### config.mk
export PLATFORM = sky130hd
export DESIGN_NAME = logic_exerciser
export DESIGN_NICKNAME = d
export VERILOG_FILES = /design/src/rtl/logic_exerciser_pkg.sv /design/src/rtl/logic_exerciser_golden.sv /design/src/rtl/logic_exerciser.sv
export SDC_FILE = /design/constraint.sdc
export NUM_CORES = 1
export LEC_CHECK = 0
export CAP_MARGIN = 40
export CORE_MARGIN = 5
export CORE_UTILIZATION = 45
export CTS_CLUSTER_SIZE = 30
export DETAILED_ROUTE_END_ITERATION = 6
export PLACE_DENSITY = 0.73
export SETUP_SLACK_MARGIN = 0.2
export SYNTH_ARGS = -nofsm -noshare
export SYNTH_HDL_FRONTEND = slang
export SYNTH_HIERARCHICAL = 1
export SYNTH_SLANG_ARGS = --single-unit
### constraint.sdc
create_clock -name clk -period 1.75 [get_ports clk]
set_input_delay 0.2625 -clock clk [delete_from_list [all_inputs] [get_ports clk]]
set_output_delay 0.2625 -clock clk [all_outputs]
set_load 0.1 [all_outputs]
### src/rtl/logic_exerciser_pkg.sv
// Shared types, sizes and golden function for the logic exerciser.
// The golden function describes the 4-in/2-out logic unit being exercised.
package logic_exerciser_pkg;

  localparam int VEC_W   = 4;
  localparam int NUM_VEC = 16;
  localparam int ERR_W   = 5;

  typedef enum logic [1:0] {
    IDLE   = 2'd0,
    SETTLE = 2'd1,
    SAMPLE = 2'd2,
    DONE   = 2'd3
  } state_e;

  // Returns {f1, f2}; vec bits map to a=vec[3], b=vec[2], c=vec[1], d=vec[0].
  function automatic logic [1:0] exp_outputs(input logic [VEC_W-1:0] vec);
    logic a, b, c, d;
    a = vec[3];
    b = vec[2];
    c = vec[1];
    d = vec[0];
    return {(a & b) | (c ^ d), (b | c) & ~d};
  endfunction

endpackage

### src/rtl/logic_exerciser_golden.sv
// Combinational reference for the logic unit, wrapping the package golden function.
module logic_golden_model
  import logic_exerciser_pkg::*;
(
  input  logic [VEC_W-1:0] vec,
  output logic             f1,
  output logic             f2
);

  always_comb begin
    {f1, f2} = exp_outputs(vec);
  end

endmodule

### src/rtl/logic_exerciser.sv
// Sweeps all 16 input vectors into the logic unit, samples its outputs after a
// settle delay and reports mismatch count, first failing vector and pass/fail.
module logic_exerciser
  import logic_exerciser_pkg::*;
#(
  parameter int SETTLE_CYCLES = 2
) (
  input  logic             clk,
  input  logic             rst_n,
  input  logic             start,
  output logic             dut_a,
  output logic             dut_b,
  output logic             dut_c,
  output logic             dut_d,
  input  logic             dut_f1,
  input  logic             dut_f2,
  output logic             busy,
  output logic             done,
  output logic             pass,
  output logic [ERR_W-1:0] err_count,
  output logic             first_err_valid,
  output logic [VEC_W-1:0] first_err_vec
);

  localparam logic [3:0] SETTLE_LAST = 4'(SETTLE_CYCLES - 1);

  state_e           state_q, state_d;
  logic [VEC_W-1:0] vec_q, vec_d;
  logic [3:0]       settle_cnt_q, settle_cnt_d;
  logic [ERR_W-1:0] err_count_q, err_count_d;
  logic             first_err_valid_q, first_err_valid_d;
  logic [VEC_W-1:0] first_err_vec_q, first_err_vec_d;

  logic exp_f1, exp_f2;
  logic mismatch;

  logic_golden_model u_golden (
    .vec (vec_q),
    .f1  (exp_f1),
    .f2  (exp_f2)
  );

  // Either output differing counts the vector once.
  assign mismatch = (dut_f1 != exp_f1) || (dut_f2 != exp_f2);

  always_comb begin
    state_d           = state_q;
    vec_d             = vec_q;
    settle_cnt_d      = settle_cnt_q;
    err_count_d       = err_count_q;
    first_err_valid_d = first_err_valid_q;
    first_err_vec_d   = first_err_vec_q;

    case (state_q)
      IDLE, DONE: begin
        if (start) begin
          vec_d             = '0;
          settle_cnt_d      = '0;
          err_count_d       = '0;
          first_err_valid_d = 1'b0;
          first_err_vec_d   = '0;
          state_d           = SETTLE;
        end
      end
      SETTLE: begin
        settle_cnt_d = settle_cnt_q + 4'd1;
        if (settle_cnt_q == SETTLE_LAST) begin
          state_d = SAMPLE;
        end
      end
      SAMPLE: begin
        if (mismatch) begin
          err_count_d = err_count_q + 5'd1;
          if (!first_err_valid_q) begin
            first_err_valid_d = 1'b1;
            first_err_vec_d   = vec_q;
          end
        end
        if (vec_q == 4'(NUM_VEC - 1)) begin
          state_d = DONE;
        end else begin
          vec_d        = vec_q + 4'd1;
          settle_cnt_d = '0;
          state_d      = SETTLE;
        end
      end
      default: state_d = IDLE;
    endcase
  end

  always_ff @(posedge clk or negedge rst_n) begin
    if (!rst_n) begin
      state_q           <= IDLE;
      vec_q             <= '0;
      settle_cnt_q      <= '0;
      err_count_q       <= '0;
      first_err_valid_q <= 1'b0;
      first_err_vec_q   <= '0;
    end else begin
      state_q           <= state_d;
      vec_q             <= vec_d;
      settle_cnt_q      <= settle_cnt_d;
      err_count_q       <= err_count_d;
      first_err_valid_q <= first_err_valid_d;
      first_err_vec_q   <= first_err_vec_d;
    end
  end

  assign {dut_a, dut_b, dut_c, dut_d} = vec_q;
  assign busy            = (state_q == SETTLE) || (state_q == SAMPLE);
  assign done            = (state_q == DONE);
  assign pass            = done && (err_count_q == '0);
  assign err_count       = err_count_q;
  assign first_err_valid = first_err_valid_q;
  assign first_err_vec   = first_err_vec_q;

endmodule

Yosys cells after proc, flatten, opt, wreduce, memory -nomap -nowiden
Cells that the tools add are included.
{"block": "classes", "addsub": 3, "n_reduce_logical": 12, "muxes": 18, "n_eq_ne": 12, "bitwise": 6}
{"op": "2-to-1 mux 4 bit", "count": 5}
{"op": "case mux 4 bit (2 select lines)", "count": 2}
{"op": "case mux 4 bit (3 select lines)", "count": 1}
{"op": "2-to-1 mux 5 bit", "count": 2}
{"op": "inequality test 2 bit (second input constant)", "count": 5}
{"op": "case mux 5 bit (2 select lines)", "count": 1}
{"op": "adder 4 x 1 -> 4 bit (second input constant)", "count": 2}
{"op": "2-to-1 mux 2 bit", "count": 3}
{"op": "case mux 2 bit (3 select lines)", "count": 1}
{"op": "AND reduction 3 bit", "count": 2}
{"op": "adder 5 x 1 -> 5 bit (second input constant)", "count": 1}
{"op": "logical NOT 5 bit", "count": 1}
{"op": "equality test 2 bit (second input constant)", "count": 2}
{"op": "equality test 4 x 1 -> 1 bit (second input constant)", "count": 1}
{"op": "equality test 4 bit (second input constant)", "count": 1}
{"op": "AND reduction 2 bit", "count": 2}
{"op": "AND reduction 4 bit", "count": 1}
{"op": "bitwise AND 1 bit", "count": 2}
{"op": "equality test 2 x 1 -> 1 bit (second input constant)", "count": 1}
{"op": "logical NOT 2 bit", "count": 1}
{"op": "logical OR 1 bit", "count": 2}
{"op": "2-to-1 mux 1 bit", "count": 2}
{"op": "inequality test 1 bit", "count": 2}
{"op": "bitwise OR 1 bit", "count": 2}
{"op": "6 further kinds", "count": 6}
{"block": "totals", "regBits": 20, "word_cells": 57, "inputBits": 5, "output_inout_bits": 17}

Longest topological paths before layout
Gate-level depths: netlist of the first run.
{"block": "depth", "depth_word": 6, "mapped_depth": 8, "ltp_nobuf": 6}

Modules after synthesis
Netlist of the first run, hierarchy kept.
{"mod": "logic_exerciser", "n_inst": 1, "seq_area_each_um2": 500.5, "area_per_inst_um2": 1173.6, "cells_per_inst": 131}
{"mod": "logic_golden_model", "n_inst": 1, "seq_area_each_um2": 0.0, "area_per_inst_um2": 23.8, "cells_per_inst": 5}

Least setup slack after synthesis of the first run
No wires, ideal clock.
{"block": "synth_path", "kind": "register to output", "startpoint": "reg state_q[0]", "endpoint": "out pass", "path_buffers": 0, "setup_slack_ns": -0.672, "arrival_time_ns": 2.159, "required_time_ns": 1.487, "stages_incl_launch_ff": 3, "cell_sequence": "dfrtp_1 ha_1 and4b_1"}
{"block": "synth_between", "elab_chain_len": 2}
{"element": "start, declared", "line": "logic_exerciser.sv:27", "rtl": "state_e state_q, state_d;"}
{"element": "start signal, assigned", "line": "logic_exerciser.sv:100", "rtl": "state_q <= state_d;"}
{"element": "equality test 2 bit", "line": "logic_exerciser.sv:111", "rtl": "assign done = (state_q == DONE);"}
{"element": "via done", "line": "logic_exerciser.sv:18", "rtl": "output logic done,"}
{"element": "logical AND 1 bit", "line": "logic_exerciser.sv:112", "rtl": "assign pass = done && (err_count_q == '0);"}
{"element": "end, declared", "line": "logic_exerciser.sv:19", "rtl": "output logic pass,"}
The timed path passes the listed nets, and every way through them passes these cells.

Final worst setup path of the first run
{"block": "layout_path", "startpoint": "reg vec_q[0]", "endpoint": "reg err_count_q[4] (netlist: err_count[4])"}
{"block": "layout_between", "elab_chain_len": 6, "word_cells_on_any_way": 9, "cone_classes": "eq/ne (3); bitwise (4); reduce/logical (2)"}
{"element": "start, declared", "line": "logic_exerciser.sv:28", "rtl": "logic [VEC_W-1:0] vec_q, vec_d;"}
{"element": "start signal, assigned", "line": "logic_exerciser.sv:101", "rtl": "vec_q <= vec_d;"}
{"element": "NOT 1 bit", "line": "logic_exerciser_pkg.sv:23", "rtl": "return {(a & b) | (c ^ d), (b | c) & ~d};"}
{"element": "bitwise AND 1 bit", "line": "logic_exerciser_pkg.sv:23"}
{"element": "via exp_f2", "line": "logic_exerciser.sv:34", "rtl": "logic exp_f1, exp_f2;"}
{"element": "inequality test 1 bit", "line": "logic_exerciser.sv:44", "rtl": "assign mismatch = (dut_f1 != exp_f1) || (dut_f2 != exp_f2);"}
{"element": "logical OR 1 bit", "line": "logic_exerciser.sv:44"}
{"element": "inequality test 2 bit (no source line)"}
{"element": "AND reduction 3 bit (no source line)"}
{"element": "end signal, assigned", "line": "logic_exerciser.sv:103", "rtl": "err_count_q <= err_count_d;"}
{"element": "end, declared", "line": "logic_exerciser.sv:30", "rtl": "logic [ERR_W-1:0] err_count_q, err_count_d;"}
The timed path passes the listed nets, and every way through them passes these cells.
A chain may end at the register's enable or synchronous reset.

==> results of run 1 <==
## layout make-up
type / count / area (um2)
well taps: 30 / 37.5
inverters: 12 / 48.8
fillers: 155 / 482
clock inverters: 1 / 30.0
clock buffers: 3 / 22.5
repair buffers: 47 / 613
multi-input cells: 101 / 768
flip-flops and latches: 20 / 520
## stage by stage
| stage | cells | hold WS (ns) | utilization |
|---|---|---|---|
| after floorplan | 136 | -0.0331 | - |
| after global placement | 197 | 0.513 | 0.691 |
| after detailed placement | 197 | 0.523 | 0.691 |
| after CTS | 209 | 0.277 | 0.761 |
| after global routing | 214 | 0.280 | 0.809 |
| final | 214 | 0.272 | 0.809 |
## layer usage
metal  vias to the layer above  GRT usage
li1                        557          -
met1                       570      0.220
met2                        37      0.302
met3                         6     0.0377
met4                         0     0.0636
met5                         -          0
## synth_stat cells, drive strengths merged
cell type / count / area share
nand2b: 4 / 0.021
o22ai: 2 / 0.010
buf: 3 / 0.020
nor3: 3 / 0.013
a21oi: 4 / 0.017
nand3: 9 / 0.038
nand4: 1 / 0.0052
a22oi: 1 / 0.0063
nor2: 6 / 0.019
dfrtp: 20 / 0.42
o311ai: 1 / 0.0073
a31oi: 2 / 0.010
mux2i: 5 / 0.042
o21ai: 12 / 0.050
or3: 1 / 0.0052
xnor2: 1 / 0.0073
and3: 1 / 0.0052
xor2: 2 / 0.015
ha: 10 / 0.10
or2: 2 / 0.010
nand2: 25 / 0.078
nand3b: 2 / 0.013
and4b: 1 / 0.0084
a22o: 2 / 0.015
or4: 2 / 0.013
nor2b: 1 / 0.0052
inv: 12 / 0.038
or2b: 1 / 0.0073
## where the power goes
part / internal (mW) / total [mW] / switching [mW]
Clock: 0.232 / 0.382 / 0.150
Sequential: 0.565 / 0.666 / 0.101
Combinational: 1.26 / 2.76 / 1.50
Total: 2.05 / 3.81 / 1.75
## path summary, 6_finish.rpt
| check | from | to | slack (ns) | cells after the start |
|---|---|---|---|---|
| hold / removal | rst_n | first_err_vec[0]$_DFFE_PN0P_ | 0.27 | 2 |
| setup reg to reg | vec_q[0]$_DFFE_PN0P_ | err_count[4]$_DFFE_PN0P_ | -0.07 | 6 |
| max in group asynchronous | rst_n | err_count[0]$_DFFE_PN0P_ | 1.24 | 2 |
| hold reg to reg | err_count[0]$_DFFE_PN0P_ | err_count[0]$_DFFE_PN0P_ | 0.56 | 3 |
| setup / recovery | vec_q[0]$_DFFE_PN0P_ | err_count[4]$_DFFE_PN0P_ | -0.07 | 6 |
| min in group clk | err_count[0]$_DFFE_PN0P_ | err_count[0]$_DFFE_PN0P_ | 0.56 | 3 |
## critical path, stage by stage, from the launching register on
cell and delay (ns):
dfrtp_4 0.52, nor2_1 0.18, xor2_1 0.28, o311ai_2 0.13, buf_4 0.17, or4_1 0.40
nand3_1 0.09
## what timing repair did
item	in CTS	in global routing
endpoints found under the setup margin	21	22
gates resized for setup	20	27
pin swaps	9	15
buffers inserted	8	5
## cells by family after synthesis
logic type	Yosys count
xor+xnor	3
compound gates	24
buf+inv	15
fa+ha+maj	10
mux	5
flops	20
simple gates	59
## flip-flops by register name, summed over array words and instances, names as in the netlist
register,count
state_q,2
first_err_vec,4
err_count,5
first_err_valid,1
settle_cnt_q,4
vec_q,4
==> out/qor.txt, run 1 <==
status -> finished, violations left
failing checks -> setup timing
worst skew pair latency -> 0.31 ns
Row Count -> 18
Reg clk slew, reported paths -> 0.12 ns
Tot Pwr -> 3.81 mW
simple-gate share of the synthesized area -> 0.240
Lkg Pwr -> 0.869 nW
CTS Buf Count -> 3
max_cap viols -> 0
cts-stage hold buffer count -> 0
fraction of layout cells with a size suffix above 1 -> 0.451
GR Overflow Total -> 0
Setup CP Type -> flip-flop to flip-flop
Synth Area in Adders -> 0.104
Synth cell types -> 30
Crit Path Max Fanout -> 6
pre-CTS WS -> -0.119 ns
final hold viol count -> 0
commonest non-fill, non-tap cells in the layout -> nand2_1, buf_12, buf_4
routability-driven placement congestion ratio -> 0.789
CTS sink count -> 20
Finished Cell Area -> 2040 um2
synthesized area -> 1200 um2
critical path required time -> 2.01 ns
relative slew slack -> 0.815
cells after synthesis -> 136
Core Region -> 2520 um2
remaining routing DRC violations -> 0
Die Area -> 3790 um2
number of global-route vias before repair -> 1171
met2 wire len -> 1.80 mm
TritonCTS clock tree -> yes
commonest non-fill, non-tap cell in the layout -> nand2_1
Antenna Nets Post-Route -> 0
Post-Syn Area per Cell -> 8.80 um2
worst min-delay path category -> input pin to async pin
area delta synth->final -> 70.4%
worst path arrival time -> 2.08 ns
Top Ports -> 22
endpoints failing setup -> 3
setup slack after layout -> -0.0728 ns
Nets -> 200
main combinational cell family by area after synthesis -> simple AND/OR/NAND/NOR gates
Worst-Margin Slew -> 0.277 ns
Placed Area -> 1740 um2
post-synthesis mux area share -> 0.0418
fin crit share -> 1.04
clock skew -> 0.00612 ns
initial antenna violation count -> 0
pin count of the biggest net entering global routing -> 21
Pre-antenna DRT Iters -> 4
Max VDD drop -> 2.34 mV
fmax -> 549 MHz
Yosys reg bits -> 20
Vias/cell -> 5.47
I/O Buffers -> 21
Total Wirelength -> 3.31 mm
# diodes -> 0
register area share after synthesis -> 0.418
setup TNS -> -0.144 ns
PwrDens -> 1860 nW/um2
Worst Setup End Kind -> flip-flop
Met3 Wirelength -> 164 um
dpl hpwl -> 2.22 mm
wire per inst -> 15.4 um
CTS max path bufs -> 2
Syn. warnings -> 6
Slew Viols, Final -> 0
die width -> 61.6 um
complex-gate fraction of the synthesized area -> 0.116
H-Tree Depth -> 1
initial core utilization -> 0.475
RSZ-0062 raised after global routing -> yes
syn_nets -> 151
Critical Path Start Type -> flip-flop
Synth Area in XOR/XNOR -> 0.0219
highest routed layer -> met4
die height -> 61.6 um
Initial DRC Count -> 34
DRT met1 WL -> 1.30 mm
aggregate global-route resource usage -> 0.177
first-pass GRT wire length -> 5.03 mm
crit path time final -> 1.82 ns
Vias -> 1170
Clock Tree Root -> clkbuf_4
Power figures use the tool's default switching activity.
==> run 2: changes to the inputs <==
--- a/config.mk
+++ b/config.mk
@@ -12,6 +12,7 @@
 export DETAILED_ROUTE_END_ITERATION = 6
 export PLACE_DENSITY = 0.73
 export SETUP_SLACK_MARGIN = 0.2
+export SKIP_LAST_GASP = 1
 export SYNTH_ARGS = -nofsm -noshare
 export SYNTH_HDL_FRONTEND = slang
 export SYNTH_HIERARCHICAL = 1
==> run 2 against run 1 <==
Net effect: the run still ends with setup timing left; combinational power decreased by 2%; register-to-register slack improved by 0.04 ns; sequential share of layout area rose by 0.19 points; hold slack better by 0.00071 ns; clock skew hardly changed; via count shrank 0.43%; sequential cell count unchanged; setup slack better by 0.039 ns; fmax is 2.2% higher; sequential power hardly changed; cell area is 0.74% lower; cell count up 0.47%; largest cell class unchanged; largest power group unchanged; highest routed layer unchanged.
==> out/qor.txt, run 2 (synthesis results as in run 1) <==
CTS max path bufs -> 2
Lkg Pwr -> 0.869 nW
Critical Path Start Type -> flip-flop
Slew Viols, Final -> 0
initial antenna violation count -> 0
worst path arrival time -> 2.04 ns
Crit Path Max Fanout -> 6
Worst Setup End Kind -> flip-flop
worst skew pair latency -> 0.31 ns
Antenna Nets Post-Route -> 0
first-pass GRT wire length -> 5.03 mm
routability-driven placement congestion ratio -> 0.789
RSZ-0062 raised after global routing -> yes
most used cell, CP -> nor2_1
number of global-route vias before repair -> 1171
area delta synth->final -> 69.2%
Top Ports -> 22
Setup CP Type -> flip-flop to flip-flop
wire per inst -> 15.1 um
initial core utilization -> 0.475
Worst-Margin Slew -> 0.273 ns
I/O Buffers -> 21
Initial DRC Count -> 44
Placed Instances -> 197
max reg flops -> 5
Die Area -> 3790 um2
die height -> 61.6 um
Core Region -> 2520 um2
global routing usage on met1 -> 0.220
global route hottest layer -> met2
critical path, cell by cell -> nor2_1, nor2_1, xor2_1, o311ai_2, buf_4, or4_1, nand3_1
pin count of the biggest net entering global routing -> 21
Max VDD drop -> 2.32 mV
commonest non-fill, non-tap cell in the layout -> nand2_1
Reg clk slew, reported paths -> 0.12 ns
Final Util -> 0.803
met2 usage -> 0.302
PwrDens -> 1850 nW/um2
endpoints failing setup -> 3
Non-Filler Instances -> 215
relative slew slack -> 0.817
dpl hpwl -> 2.22 mm
CTS sink count -> 20
CTS Buf Count -> 3
status -> finished, violations left
Vias/cell -> 5.42
remaining routing DRC violations -> 0
TritonCTS clock tree -> yes
setup slack after layout -> -0.0340 ns
fraction of layout cells with a size suffix above 1 -> 0.443
aggregate global-route resource usage -> 0.177
Vias -> 1165
fin crit share -> 1.02
critical path required time -> 2.00 ns
crit path time final -> 1.78 ns
worst min-delay path category -> input pin to async pin
commonest non-fill, non-tap cells in the layout -> nand2_1, buf_4, buf_12
GR Overflow Total -> 0
die width -> 61.6 um
Pre-antenna DRT Iters -> 4
fillers -> 159
clock skew -> 0.00627 ns
Clock Tree Root -> clkbuf_4
# diodes -> 0
max_cap viols -> 0
met3 Use GR -> 0.0377
Total Wirelength -> 3.26 mm
final hold viol count -> 0
Nets -> 201
H-Tree Depth -> 1
fmax -> 561 MHz
failing checks -> setup timing
Row Count -> 18
crit-path max cell delay -> 0.52 ns
CP max stage cell -> dfrtp_4
R2R Setup Slk -> -0.03 ns
## run 2: critical path, delay by kind of cell, from the launching register on
kind | cells | cell delay (ns)
compound gates | 1 | 0.13
flops | 1 | 0.52
xor+xnor | 1 | 0.24
simple gates | 4 | 0.66
buf+inv | 1 | 0.17
## run 2: path summary, 6_finish.rpt
| check | start | endpoint | cells after the start |
|---|---|---|---|
| max in group asynchronous | rst_n | err_count[0]$_DFFE_PN0P_ | 2 |
| max reg2reg | vec_q[2]$_DFFE_PN0P_ | err_count[4]$_DFFE_PN0P_ | 7 |
| max | vec_q[2]$_DFFE_PN0P_ | err_count[4]$_DFFE_PN0P_ | 7 |
| min reg2reg | settle_cnt_q[1]$_DFFE_PN0P_ | settle_cnt_q[1]$_DFFE_PN0P_ | 2 |
| min in group clk | settle_cnt_q[1]$_DFFE_PN0P_ | settle_cnt_q[1]$_DFFE_PN0P_ | 2 |
| min | rst_n | first_err_vec[0]$_DFFE_PN0P_ | 2 |
## run 2: area by class of cell
class,instances,area [um2],area share
flip-flops and latches,20,520,0.257
well taps,30,37.5,0.0185
clock inverters,1,30.0,0.0148
clock buffers,3,22.5,0.0111
inverters,12,48.8,0.0241
repair buffers,48,613,0.303
multi-input cells,101,753,0.372
## run 2: layer usage
layer / wire length, um / vias up
li1: - / 559
met1: 1320 / 576
met2: 1770 / 26
met3: 134 / 4
met4: 35 / 0
met5: 0 / -
## run 2: power breakdown
group | internal, mW | leakage [nW] | switching (mW)
clock network | 0.232 | 0.0279 | 0.149
registers | 0.565 | 0.259 | 0.0979
logic | 1.23 | 0.582 | 1.47
total | 2.02 | 0.869 | 1.72
## run 2: stage by stage
stage	power, mW	area [um2]	setup TNS, ns	hold WS (ns)	worst slack [ns]
finish	3.74	2030	-0.0566	0.273	-0.0340
global route	3.96	2030	-1.10	0.278	-0.149
CTS	3.47	1910	-0.0209	0.277	-0.0209
detailed placement	2.78	1740	-0.205	0.523	-0.119
global placement	2.71	1740	-0.0766	0.513	-0.0448
floorplan	2.06	1250	-0.151	-0.0331	-0.0632
## run 2: repair_timing
item | in CTS | in global routing
resized for setup | 17 | 22
pin swaps | 9 | 10
endpoints found under the setup margin | 21 | 22
hold buffers | 0 | 0
setup buffers | 8 | 6
